<file path="src/rtl/tdm_pkg.sv">
// Shared types and sizing for the TDM receive path.
// Optional build macro: TDM_PARITY_EN adds a parity slot per frame.
package tdm_pkg;

    typedef enum logic [0:0] {
        IDLE = 1'b0,
        RECV = 1'b1
    } state_t;

`ifdef TDM_PARITY_EN
    localparam int NUM_SLOTS  = 5;
    localparam int SLOT_IDX_W = 3;
`else
    localparam int NUM_SLOTS  = 4;
    localparam int SLOT_IDX_W = 2;
`endif

    localparam logic [SLOT_IDX_W-1:0] LAST_SLOT =
        SLOT_IDX_W'(NUM_SLOTS - 1);

endpackage

</file>
<file path="src/rtl/tdm_demultiplexer_if.sv">
// Frame output bundle: four channels plus a valid/ready handshake.
// The demultiplexer drives the master side, the consumer the slave side.
interface tdm_demultiplexer_if #(
    parameter int DATA_W = 1
);
    logic [DATA_W-1:0] out0;
    logic [DATA_W-1:0] out1;
    logic [DATA_W-1:0] out2;
    logic [DATA_W-1:0] out3;
    logic              frame_valid;
    logic              frame_ready;

    modport master (
        output out0, out1, out2, out3, frame_valid,
        input  frame_ready
    );

    modport slave (
        input  out0, out1, out2, out3, frame_valid,
        output frame_ready
    );
endinterface

</file>
<file path="src/rtl/tdm_slot_decoder.sv">
// One-hot slot decoder turning a slot index into capture enables.
// It is the receive-side dual of the transmit address mux.
module tdm_slot_decoder
    import tdm_pkg::*;
(
    input  logic [SLOT_IDX_W-1:0] idx,
    input  logic                  en,
    output logic [NUM_SLOTS-1:0]  sel
);

    // Raise exactly one enable for the addressed slot.
    always_comb begin
        sel = '0;
        for (int k = 0; k < NUM_SLOTS; k++) begin
            if (en && idx == SLOT_IDX_W'(k)) begin
                sel[k] = 1'b1;
            end
        end
    end

endmodule

</file>
<file path="src/rtl/tdm_demultiplexer.sv">
// 4-channel TDM receiver with a one-frame output buffer.
// Optional build macro: TDM_PARITY_EN (5th parity slot, parity_err pulse).
module tdm_demultiplexer
    import tdm_pkg::*;
#(
    parameter int DATA_W = 1
) (
    input  logic              clk,
    input  logic              reset_n,
    input  logic [DATA_W-1:0] din,
    input  logic              din_valid,
    input  logic              sync,
    output logic              addr0,
    output logic              addr1,
    output logic              sync_err,
    output logic              overrun,
    tdm_demultiplexer_if.master frm
`ifdef TDM_PARITY_EN
    ,
    output logic              parity_err
`endif
);

    state_t                           state_q, state_d;
    logic [SLOT_IDX_W-1:0]            cnt_q, cnt_d;
    logic [NUM_SLOTS-1:0][DATA_W-1:0] cap_q, cap_d;
    logic [3:0][DATA_W-1:0]           buf_q, buf_d;
    logic                             fv_q, fv_d;
    logic                             serr_q, serr_d;
    logic                             ovr_q, ovr_d;
    logic                             perr_q, perr_d;

    logic                  take;
    logic [SLOT_IDX_W-1:0] wr_idx;
    logic [NUM_SLOTS-1:0]  wr_sel;
    logic                  complete;
    logic                  par_ok;
    logic                  load;

    // A sync always restarts at slot 0, even mid-frame.
    assign take   = din_valid & (sync | (state_q == RECV));
    assign wr_idx = sync ? '0 : cnt_q;

    tdm_slot_decoder u_dec (
        .idx (wr_idx),
        .en  (take),
        .sel (wr_sel)
    );

    // Slot sequencing, capture and frame-completion detection.
    always_comb begin
        state_d  = state_q;
        cnt_d    = cnt_q;
        cap_d    = cap_q;
        serr_d   = 1'b0;
        complete = 1'b0;
        for (int k = 0; k < NUM_SLOTS; k++) begin
            if (wr_sel[k]) begin
                cap_d[k] = din;
            end
        end
        if (din_valid) begin
            unique case (state_q)
                IDLE: begin
                    if (sync) begin
                        cnt_d   = SLOT_IDX_W'(1);
                        state_d = RECV;
                    end
                end
                RECV: begin
                    if (sync) begin
                        serr_d = 1'b1;
                        cnt_d  = SLOT_IDX_W'(1);
                    end else if (cnt_q == LAST_SLOT) begin
                        cnt_d    = '0;
                        state_d  = IDLE;
                        complete = 1'b1;
                    end else begin
                        cnt_d = cnt_q + SLOT_IDX_W'(1);
                    end
                end
                default: ;
            endcase
        end
    end

`ifdef TDM_PARITY_EN
    assign par_ok = ((^cap_d[0]) ^ (^cap_d[1]) ^
                     (^cap_d[2]) ^ (^cap_d[3])) == din[0];
`else
    assign par_ok = 1'b1;
`endif

    // Output buffer: load when empty or drained this cycle, else drop.
    always_comb begin
        load   = complete & par_ok & (~fv_q | frm.frame_ready);
        buf_d  = buf_q;
        fv_d   = fv_q;
        ovr_d  = complete & par_ok & fv_q & ~frm.frame_ready;
        perr_d = complete & ~par_ok;
        if (load) begin
            buf_d = cap_d[3:0];
            fv_d  = 1'b1;
        end else if (fv_q & frm.frame_ready) begin
            fv_d = 1'b0;
        end
    end

    // State registers with asynchronous clear of all frame data.
    always_ff @(posedge clk or negedge reset_n) begin
        if (!reset_n) begin
            state_q <= IDLE;
            cnt_q   <= '0;
            cap_q   <= '0;
            buf_q   <= '0;
            fv_q    <= 1'b0;
            serr_q  <= 1'b0;
            ovr_q   <= 1'b0;
            perr_q  <= 1'b0;
        end else begin
            state_q <= state_d;
            cnt_q   <= cnt_d;
            cap_q   <= cap_d;
            buf_q   <= buf_d;
            fv_q    <= fv_d;
            serr_q  <= serr_d;
            ovr_q   <= ovr_d;
            perr_q  <= perr_d;
        end
    end

    assign addr0           = cnt_q[0];
    assign addr1           = cnt_q[1];
    assign sync_err        = serr_q;
    assign overrun         = ovr_q;
    assign frm.out0        = buf_q[0];
    assign frm.out1        = buf_q[1];
    assign frm.out2        = buf_q[2];
    assign frm.out3        = buf_q[3];
    assign frm.frame_valid = fv_q;
`ifdef TDM_PARITY_EN
    assign parity_err      = perr_q;
`else
    logic unused_perr;
    assign unused_perr     = perr_q;
`endif

endmodule

</file>
<file path="src/flat_wrapper.sv">
// flat-port wrapper written by rule: the top's interface ports become plain ports
module tdm_demultiplexer_flat import tdm_pkg::*;
#(
    parameter int DATA_W = 1
)
  (clk, reset_n, din, din_valid, sync, addr0, addr1, sync_err, overrun, frm_out0, frm_out1, frm_out2, frm_out3, frm_frame_valid, frm_frame_ready);
  tdm_demultiplexer_if #(.DATA_W(DATA_W)) frm_i ();
  input  logic clk;
  input  logic reset_n;
  input  logic [DATA_W-1:0] din;
  input  logic din_valid;
  input  logic sync;
  output logic addr0;
  output logic addr1;
  output logic sync_err;
  output logic overrun;
  output wire logic [$bits(frm_i.out0)-1:0] frm_out0;
  output wire logic [$bits(frm_i.out1)-1:0] frm_out1;
  output wire logic [$bits(frm_i.out2)-1:0] frm_out2;
  output wire logic [$bits(frm_i.out3)-1:0] frm_out3;
  output wire logic [$bits(frm_i.frame_valid)-1:0] frm_frame_valid;
  input wire logic [$bits(frm_i.frame_ready)-1:0] frm_frame_ready;
  assign frm_out0 = frm_i.out0;
  assign frm_out1 = frm_i.out1;
  assign frm_out2 = frm_i.out2;
  assign frm_out3 = frm_i.out3;
  assign frm_frame_valid = frm_i.frame_valid;
  assign frm_i.frame_ready = frm_frame_ready;
  tdm_demultiplexer #(.DATA_W(DATA_W)) u_core (.clk(clk), .reset_n(reset_n), .din(din), .din_valid(din_valid), .sync(sync), .addr0(addr0), .addr1(addr1), .sync_err(sync_err), .overrun(overrun), .frm(frm_i));
endmodule
</file>
<file path="config.mk">
export PLATFORM = sky130hd
export DESIGN_NAME = tdm_demultiplexer_flat
export DESIGN_NICKNAME = d
export VERILOG_FILES = /design/src/rtl/tdm_pkg.sv /design/src/rtl/tdm_demultiplexer_if.sv /design/src/rtl/tdm_slot_decoder.sv /design/src/rtl/tdm_demultiplexer.sv /design/src/flat_wrapper.sv
export SDC_FILE = /design/constraint.sdc
export NUM_CORES = 1
export LEC_CHECK = 0
export ABC_CLOCK_PERIOD_IN_PS = 2000
export BUFFER_PORTS_ARGS = -buffer_cell sky130_fd_sc_hd__buf_2
export CAP_MARGIN = 10
export CORE_AREA = 2 2 39 41
export CTS_CLUSTER_SIZE = 10
export DETAILED_ROUTE_END_ITERATION = 8
export DIE_AREA = 0 0 41 43
export PLACE_DENSITY = 0.78
export SYNTH_ARGS = -nofsm -noshare
export SYNTH_HDL_FRONTEND = slang
export SYNTH_HIERARCHICAL = 1
export SYNTH_SLANG_ARGS = --single-unit
export TNS_END_PERCENT = 10
</file>
<file path="constraint.sdc">
create_clock -name clk -period 2 [get_ports clk]
set_clock_uncertainty 0.1 [all_clocks]
set_input_delay 0.6 -clock clk [delete_from_list [all_inputs] [get_ports clk]]
set_output_delay 0.6 -clock clk [all_outputs]
set_load 0.05 [all_outputs]
</file>
==> out/results.ini, run 1 <==
[cells_and_area]
drive_above_1_share_pct=46.97
final_cell_mix=buf_2, dfrtp_1, mux2_2, nand2_1, clkbuf_4
final_util_pct=54.25
area_growth_syn_to_layout_pct=20.72
n_antenna_cell=0
fin_nets=74
final_cell_area_um2=750.7

[global_routing]
antenna_found_initial=0
grt_pass1_wl_um=1842
grt_max_degree=15
grt_pass1_vias=432
overflow=0
grt_usage_pct=15.78

[worst_setup_path]
crit_start=sync
reg2reg_depth=4
cp-start-kind=input pin
r2r_end=u_core/frm.out0
critPathMaxFanout=8
reg2reg_slack_ps=270
r2r_start=u_core/state_q
critPathRequiredTime_ps=2060
worstSetupEndpoint=u_core/frm.out2
critPathKind=in2reg
cp-end-kind=flop
arrival_ps=1800

[place]
port_buffers=14
place_area_um2=714.4
globalplace.congestion=0.8035
dp_hpwl_um=798.9

[logic_synthesis]
synth_top_family_by_area=simple AND/OR/NAND/NOR gates
synth-seq-area-share_pct=56.34
synth-compound-area-share_pct=5.634
synth_cells=48
synth_top_area_cell=dfrtp_1
synthTopCellsByArea=dfrtp_1, mux2_2, nand2_1
synth_xor_area_share_pct=0
syn_area_um2=621.8
synth_top_area_share_pct=56.34
synth_nets=55
ys_ff_latch=14
synth.area.mux_share_pct=14.49
synth_warnings=6
synthSimpleGateAreaFrac_pct=20.12
ys_types=21
avgSynthCellArea_um2=12.96
synth_adder_area_share_pct=2.012

[power]
pwr-share-seq_pct=38.3
powerDensity_nw_per_um2=1579
power_frac_comb_pct=44.9
p_int_uw=676.1
ir_drop_uv=704.2
swShare_pct=42.96
p_sw_uw=509.2
pwr-share-clk_pct=16.8
leakage_uw=0.0003918

[clock_network]
cts_resized=0
holdBufCountCts=0
cts_made_buffers=3
tritoncts=built
clock_path_buffers=2
htreeDepth=1
post-cts-setup-buffers=0
clock_latency_ps=270
clkSinkCount=14
clk_pin_slew_ps=90
root_buffer=clkbuf_4

[sta]
rsz0062_at_grt=no
finalSetupViolCount=0
tightestPinTransition_ps=306.2
hold_violations=0
maxSlewHeadroom_pct=79.59
finalSetupTns_ps=0
finalWorstPathRequiredPeriod_ps=1738
final_min_period_over_clock_period_pct=86.92
slew_violations=0
fmax_mhz=575.2

[floorplan]
core_area_um2=1384
die_h_um=43
rows=14
io_pins=15
die_area_um2=1763
die_x_um=41
initial_core_util_pct=44.94

[route]
vias=429
wl_per_cell_um=13.16
route.detailed.drc=0
viasPerCell=5.232
drtIter0Drc=19
drt-total-wl_um=1079
ant_nets=0
firstDrtPassIters=4

[job]
cap_violations=0

[outcome]
outcome=finished clean

[worst_hold_path]
hold_path.class=in2async

==> cell usage after synthesis <==
master	n
o21a_1	2
nor2b_1	1
nor3b_1	1
nand2_1	5
mux2_1	1
a22o_1	1
buf_2	1
nand2b_1	1
nor3b_2	1
inv_1	1
nor2b_4	1
and3_2	2
nand3_1	1
and3b_1	2
dfrtp_1	14
ha_1	1
o21ai_0	1
nor2_1	2
o22ai_1	1
mux2_2	7
nand4b_2	1
==> registers in the layout, summed over array words and instances, names as in the netlist <==
signal	flops
u_core/frm.out1	1
u_core/frm.out0	1
u_core/frm.out3	1
u_core/cap_q	4
u_core/frm.frame_valid	1
u_core/sync_err	1
u_core/cnt_q	2
u_core/state_q	1
u_core/frm.out2	1
u_core/overrun	1
==> routing by layer <==
layer	up-vias	share of wire (%)	GRT usage, %
met2	11	52	22.81
met3	0	4.8	3.141
met1	209	44	21.65
li1	209	-	-
met5	-	0	0
met4	0	0	8.000
==> per-stage QoR <==
step                power (uW)  setup WS [ps]  instances  hold slack [ps]
finish                    1185          261.6         82            101.1
floorplan                861.6          68.30         48            204.4
CTS                       1193          272.0         82            101.6
detailed placement       990.4         -26.95         78            379.0
global placement         964.9          13.12         78            370.4
global route              1256          164.4         82            110.8
==> cell type report <==
type	count	area [um^2]
clock buffers	4	36.28
fillers	120	633.1
inverters	1	3.754
multi-input cells	32	262.8
flip-flops and latches	14	350.3
well taps	16	20.02
repair buffers	15	77.57
==> critical path, cell delays in order <==
cell	delay (ps)
buf_2	140
nor2_1	230
and3b_1	200
mux2_2	350
mux2_2	280
==> power by group through the flow <==
stage | combinational, uW | clock (uW) | sequential, uW
3_5_place_dp | 531 | 0 | 459
6_report | 532 | 199 | 454
5_1_grt | 568 | 218 | 470
4_1_cts | 532 | 206 | 455
3_3_place_gp | 512 | 0 | 453
2_1_floorplan | 189 | 0 | 672
==> cell families (layout without fill, tap and decap cells) <==
| logic type | Yosys count | in the layout |
|---|---|---|
| flip-flops | 14 | 14 |
| buffers and inverters | 2 | 20 |
| multiplexers | 8 | 8 |
| AND/OR/NAND/NOR | 18 | 18 |
| AO/OA/AOI/OAI | 5 | 5 |
| adder cells (fa/ha/maj) | 1 | 1 |
==> how the worst min path moves through the flow <==
| stage | end | slack, ps |
|---|---|---|
| 2_1_floorplan | u_core/cap_q[0] | 200 |
| 3_3_place_gp | u_core/frm.out0 | 370 |
| 3_5_place_dp | u_core/frm.out0 | 380 |
| 4_1_cts | u_core/frm.out1 | 100 |
| 5_1_grt | u_core/frm.frame_valid | 110 |
| 6_report | u_core/frm.out1 | 100 |
(Power assumes the default switching activity.)
==> run 2, diff against run 1 <==
- PLACE_DENSITY: 0.78 -> unset
- PLACE_DENSITY_LB_ADDON: unset -> 0.2
- SETUP_SLACK_MARGIN: unset -> 0.15
==> run 2 against run 1 <==
Against the previous run: sequential power barely moved; combinational power fell by 0.8%; die area stayed put; global-route usage is 0.83 points lower; power is 3.1% lower; clock power fell by 18%; via count decreased by 2.8%; register-to-register slack hardly changed; largest cell class unchanged; highest routed layer is now met4.
==> out/results.ini, run 2 (same netlist as run 1, synthesis figures left out) <==
[cells_and_area]
final_util_pct=54.52
final_cell_mix=buf_2, dfrtp_1, mux2_2, nand2_1, clkbuf_4
n_antenna_cell=0
top_regs=u_core/cap_q: 4 flops, u_core/cnt_q: 2 flops
drive_above_1_share_pct=49.25
nFillCells=128
finalNonFillerCells=83
largest_register=u_core/cap_q
fin_nets=75
area_growth_syn_to_layout_pct=21.33
layout_commonest_cell=buf_2
largest_reg_flops=4

[sta]
whs_ps=104.8
slew_violations=0
rsz0062_at_grt=no
fmax_mhz=579.2
final_min_period_over_clock_period_pct=86.33
finalWorstPathRequiredPeriod_ps=1727
finalSetupViolCount=0
finalSetupTns_ps=0
tightestPinTransition_ps=320.1
maxSlewHeadroom_pct=78.66
hold_violations=0

[clock_network]
clock_path_buffers=2
post-cts-setup-buffers=0
clk_pin_slew_ps=90
clkSinkCount=14
holdBufCountCts=0
clock_latency_ps=270
tritoncts=built
htreeDepth=1
cts_resized=0
root_buffer=clkbuf_4
cts_made_buffers=3

[floorplan]
rows=14
die_h_um=43
die_x_um=41
initial_core_util_pct=44.94
core_area_um2=1384
die_area_um2=1763
io_pins=15

[global_routing]
grt_usage_pct=14.94
grt_pass1_wl_um=1649
grt_max_degree=15
antenna_found_initial=0
overflow=0
grt_pass1_vias=356

[outcome]
outcome=finished clean

[power]
leakage_uw=0.0003921
finalPower_uw=1148
ir_drop_uv=675.8
powerDensity_nw_per_um2=1522

[route]
drt-total-wl_um=1053
ant_nets=0
drtIter0Drc=3
vias=417
viasPerCell=5.024
wl_per_cell_um=12.69
route.detailed.drc=0
firstDrtPassIters=3

[place]
globalplace.congestion=0.7310
dp_hpwl_um=813.3
port_buffers=14
dp.cells=79

[worst_setup_path]
cp-start-kind=flop
cp-end-kind=flop
critPathRequiredTime_ps=2050
critPathMaxFanout=8
crit_start=u_core/state_q
critPathKind=reg2reg
arrival_ps=1780
r2r_start=u_core/state_q

[worst_hold_path]
hold_path.class=in2async

[job]
cap_violations=0

==> run 2: cell count changes in the layout (fill, tap and decap cells not counted) <==
| cell | before | now |
|---|---|---|
| dfrtp_1 | 14 | 12 |
| dfrtp_2 | 0 | 2 |
| buf_4 | 1 | 2 |
| clkbuf_1 | 0 | 1 |
| clkbuf_8 | 1 | 0 |
| mux2_2 | 7 | 6 |
| mux2_4 | 0 | 1 |
==> run 2: report_power, final <==
group	internal, uW	leakage, uW	switching [uW]	total [uW]
sequential	394	0.000173	62.7	457
clock	77.2	0.0000150	85.4	163
combinational	180	0.000204	349	528
total	651	0.000392	497	1150
==> run 2: area by class of cell <==
type	instances	area [um^2]	share of cell area [%]
Clock buffer	4	26.28	3.483
Multi-Input combinational cell	32	266.5	35.32
Inverter	1	3.754	0.4975
Sequential cell	14	352.8	46.77
Tap cell	16	20.02	2.653
Timing Repair Buffer	16	85.08	11.28
==> run 2: per-layer routing <==
metal	part of all wire, %	GRT usage, %	vias to the layer above	wire length, um
met4	0.95	10.00	0	10
met3	5.1	6.283	2	54
met5	0	0	-	0
li1	-	-	207	-
met2	45	19.06	9	477
met1	49	19.86	199	511
==> run 2: per-stage QoR <==
stage	cell area, um^2	setup WS [ps]
CTS	754.5	291.6
floorplan	634.4	173.2
finish	754.5	273.3
global route	754.5	194.5
detailed placement	728.2	5.416
global placement	728.2	15.91
==> run 2: path summary, 6_finish.rpt <==
| kind | to | slack (ps) | cells after the start |
|---|---|---|---|
| min reg2reg | u_core/frm.out0 | 390 | 1 |
| max reg2reg | u_core/frm.out0 | 270 | 4 |
| min in group clk | u_core/frm.out0 | 390 | 1 |
| min | u_core/overrun | 100 | 1 |
| max | u_core/frm.out0 | 270 | 4 |
| max in group asynchronous | u_core/cnt_q[0] | 1440 | 1 |
==> run 2: critical path, cell delays in order, from the launching register on <==
cell and delay [ps]:
dfrtp_1 490, o21a_1 200, nor3b_2 200, mux2_4 320, mux2_1 290
==> run 3, diff against run 2 <==
- ABC_CLOCK_PERIOD_IN_PS: 2000 -> 1900
- PLACE_DENSITY: unset -> 0.71
- PLACE_DENSITY_LB_ADDON: 0.2 -> unset
- clock period: 2 -> 1.9 ns (I/O delays scaled with it)
==> run 3 against run 2 <==
Against the previous run: die area stayed put; worst setup slack worse by 8.7 ps; routed wire length is 6.0% lower; global-route usage is 0.057 points lower; register-to-register slack hardly changed; non-clock buffer count stayed put; sequential power is 6.1% higher; highest routed layer unchanged.
==> out/results.ini, run 3 (same netlist as run 1, synthesis figures left out) <==
[sta]
slew_violations=0
final_min_period_over_clock_period_pct=86.07
finalSetupViolCount=0
setup_ws_ps=264.6
hold_violations=0
maxSlewHeadroom_pct=79.06
fmax_mhz=611.5
whs_ps=66.81
tightestPinTransition_ps=314.0
rsz0062_at_grt=no
finalWorstPathRequiredPeriod_ps=1635

[place]
pre_cts_ws_ps=-26.79
dp_hpwl_um=760.7
port_buffers=14
globalplace.congestion=0.8097

[cells_and_area]
largest_reg_flops=4
n_antenna_cell=0
final_cell_mix=buf_2, dfrtp_1, mux2_2, nand2_1
top_regs=u_core/cap_q: 4 flops, u_core/cnt_q: 2 flops
nFillCells=133
fin_nets=75
layout_commonest_cell=buf_2
area_growth_syn_to_layout_pct=25.75
final_util_pct=56.51
drive_above_1_share_pct=56.72
largest_register=u_core/cap_q

[floorplan]
io_pins=15
core_area_um2=1384
initial_core_util_pct=44.94
die_x_um=41
die_area_um2=1763
die_h_um=43
rows=14

[clock_network]
clkSinkCount=14
htreeDepth=1
clock_latency_ps=280
clock_path_buffers=2
clk_pin_slew_ps=80
holdBufCountCts=0
cts_made_buffers=3
tritoncts=built
root_buffer=clkbuf_4

[route]
firstDrtPassIters=2
wl_per_cell_um=11.93
drt-total-wl_um=990
route.detailed.drc=0
ant_nets=0
vias=424
drtIter0Drc=1
viasPerCell=5.108

[worst_setup_path]
reg2reg_depth=4
reg2reg_slack_ps=260
cp-end-kind=flop
critPathKind=reg2reg
r2r_end=u_core/frm.out2
r2r_start=u_core/cnt_q[0]
critPathMaxFanout=5
arrival_ps=1710
critPathRequiredTime_ps=1970
cp-start-kind=flop

[power]
ir_drop_uv=688.8
powerDensity_nw_per_um2=1621
leakage_uw=0.0004012

[global_routing]
antenna_found_initial=0
overflow=0
grt_usage_pct=14.89
grt_max_degree=15
grt_pass1_wl_um=1676
grt_pass1_vias=409

[outcome]
outcome=finished clean

[worst_hold_path]
hold_path.class=in2async

[job]
cap_violations=0

## run 3: critical path, stage by stage, from the launching register on
cell     delay, ps
dfrtp_2        430
nor2b_2        180
and3b_1        210
mux2_2         340
mux2_2         260
## run 3: per-layer routing
metal | GRT usage (%) | wire, um
met5 | 0 | 0
met4 | 12.00 | 25
met3 | 3.141 | 45
met2 | 20.31 | 496
met1 | 19.38 | 423
## run 3: worst max-delay path by stage
stage	startpoint	end	slack, ps	depth (start not counted)
2_1_floorplan	din_valid	u_core/frm.out0	140	5
3_3_place_gp	sync	u_core/frm.out0	-2	5
3_5_place_dp	sync	u_core/frm.out1	-30	5
4_1_cts	u_core/state_q	u_core/frm.out1	210	4
5_1_grt	u_core/cnt_q[0]	u_core/frm.out1	210	4
6_report	u_core/cnt_q[0]	u_core/frm.out2	260	4
## run 3: layout make-up
class / instances / area [um^2] / share of cell area (%)
Sequential cell: 14 / 354.1 / 45.28
Clock buffer: 4 / 36.28 / 4.640
Tap cell: 16 / 20.02 / 2.560
Multi-Input combinational cell: 32 / 282.8 / 36.16
Timing Repair Buffer: 16 / 85.08 / 10.88
Inverter: 1 / 3.754 / 0.4800
## run 3: through the flow
step	total power (uW)	cell area (um^2)	TNS, ps	instances
2_1_floorplan	942.8	654.4	0	48
3_3_place_gp	1050	744.5	-2.994	79
3_5_place_dp	1066	744.5	-82.23	79
4_1_cts	1285	780.7	0	83
5_1_grt	1343	782.0	0	83
6_report	1268	782.0	0	83
## run 3: repair_timing
item                                   CTS  global route
setup buffers                            0             0
setup endpoints to repair                0             1
endpoints found under the hold margin    0             0
gates resized for setup                  0             1
## run 3: power by group
part           switching (uW)  internal [uW]  leakage (uW)
clock                    95.2            117     0.0000210
combinational             365            206      0.000208
sequential               68.0            417      0.000172
total                     528            740      0.000401
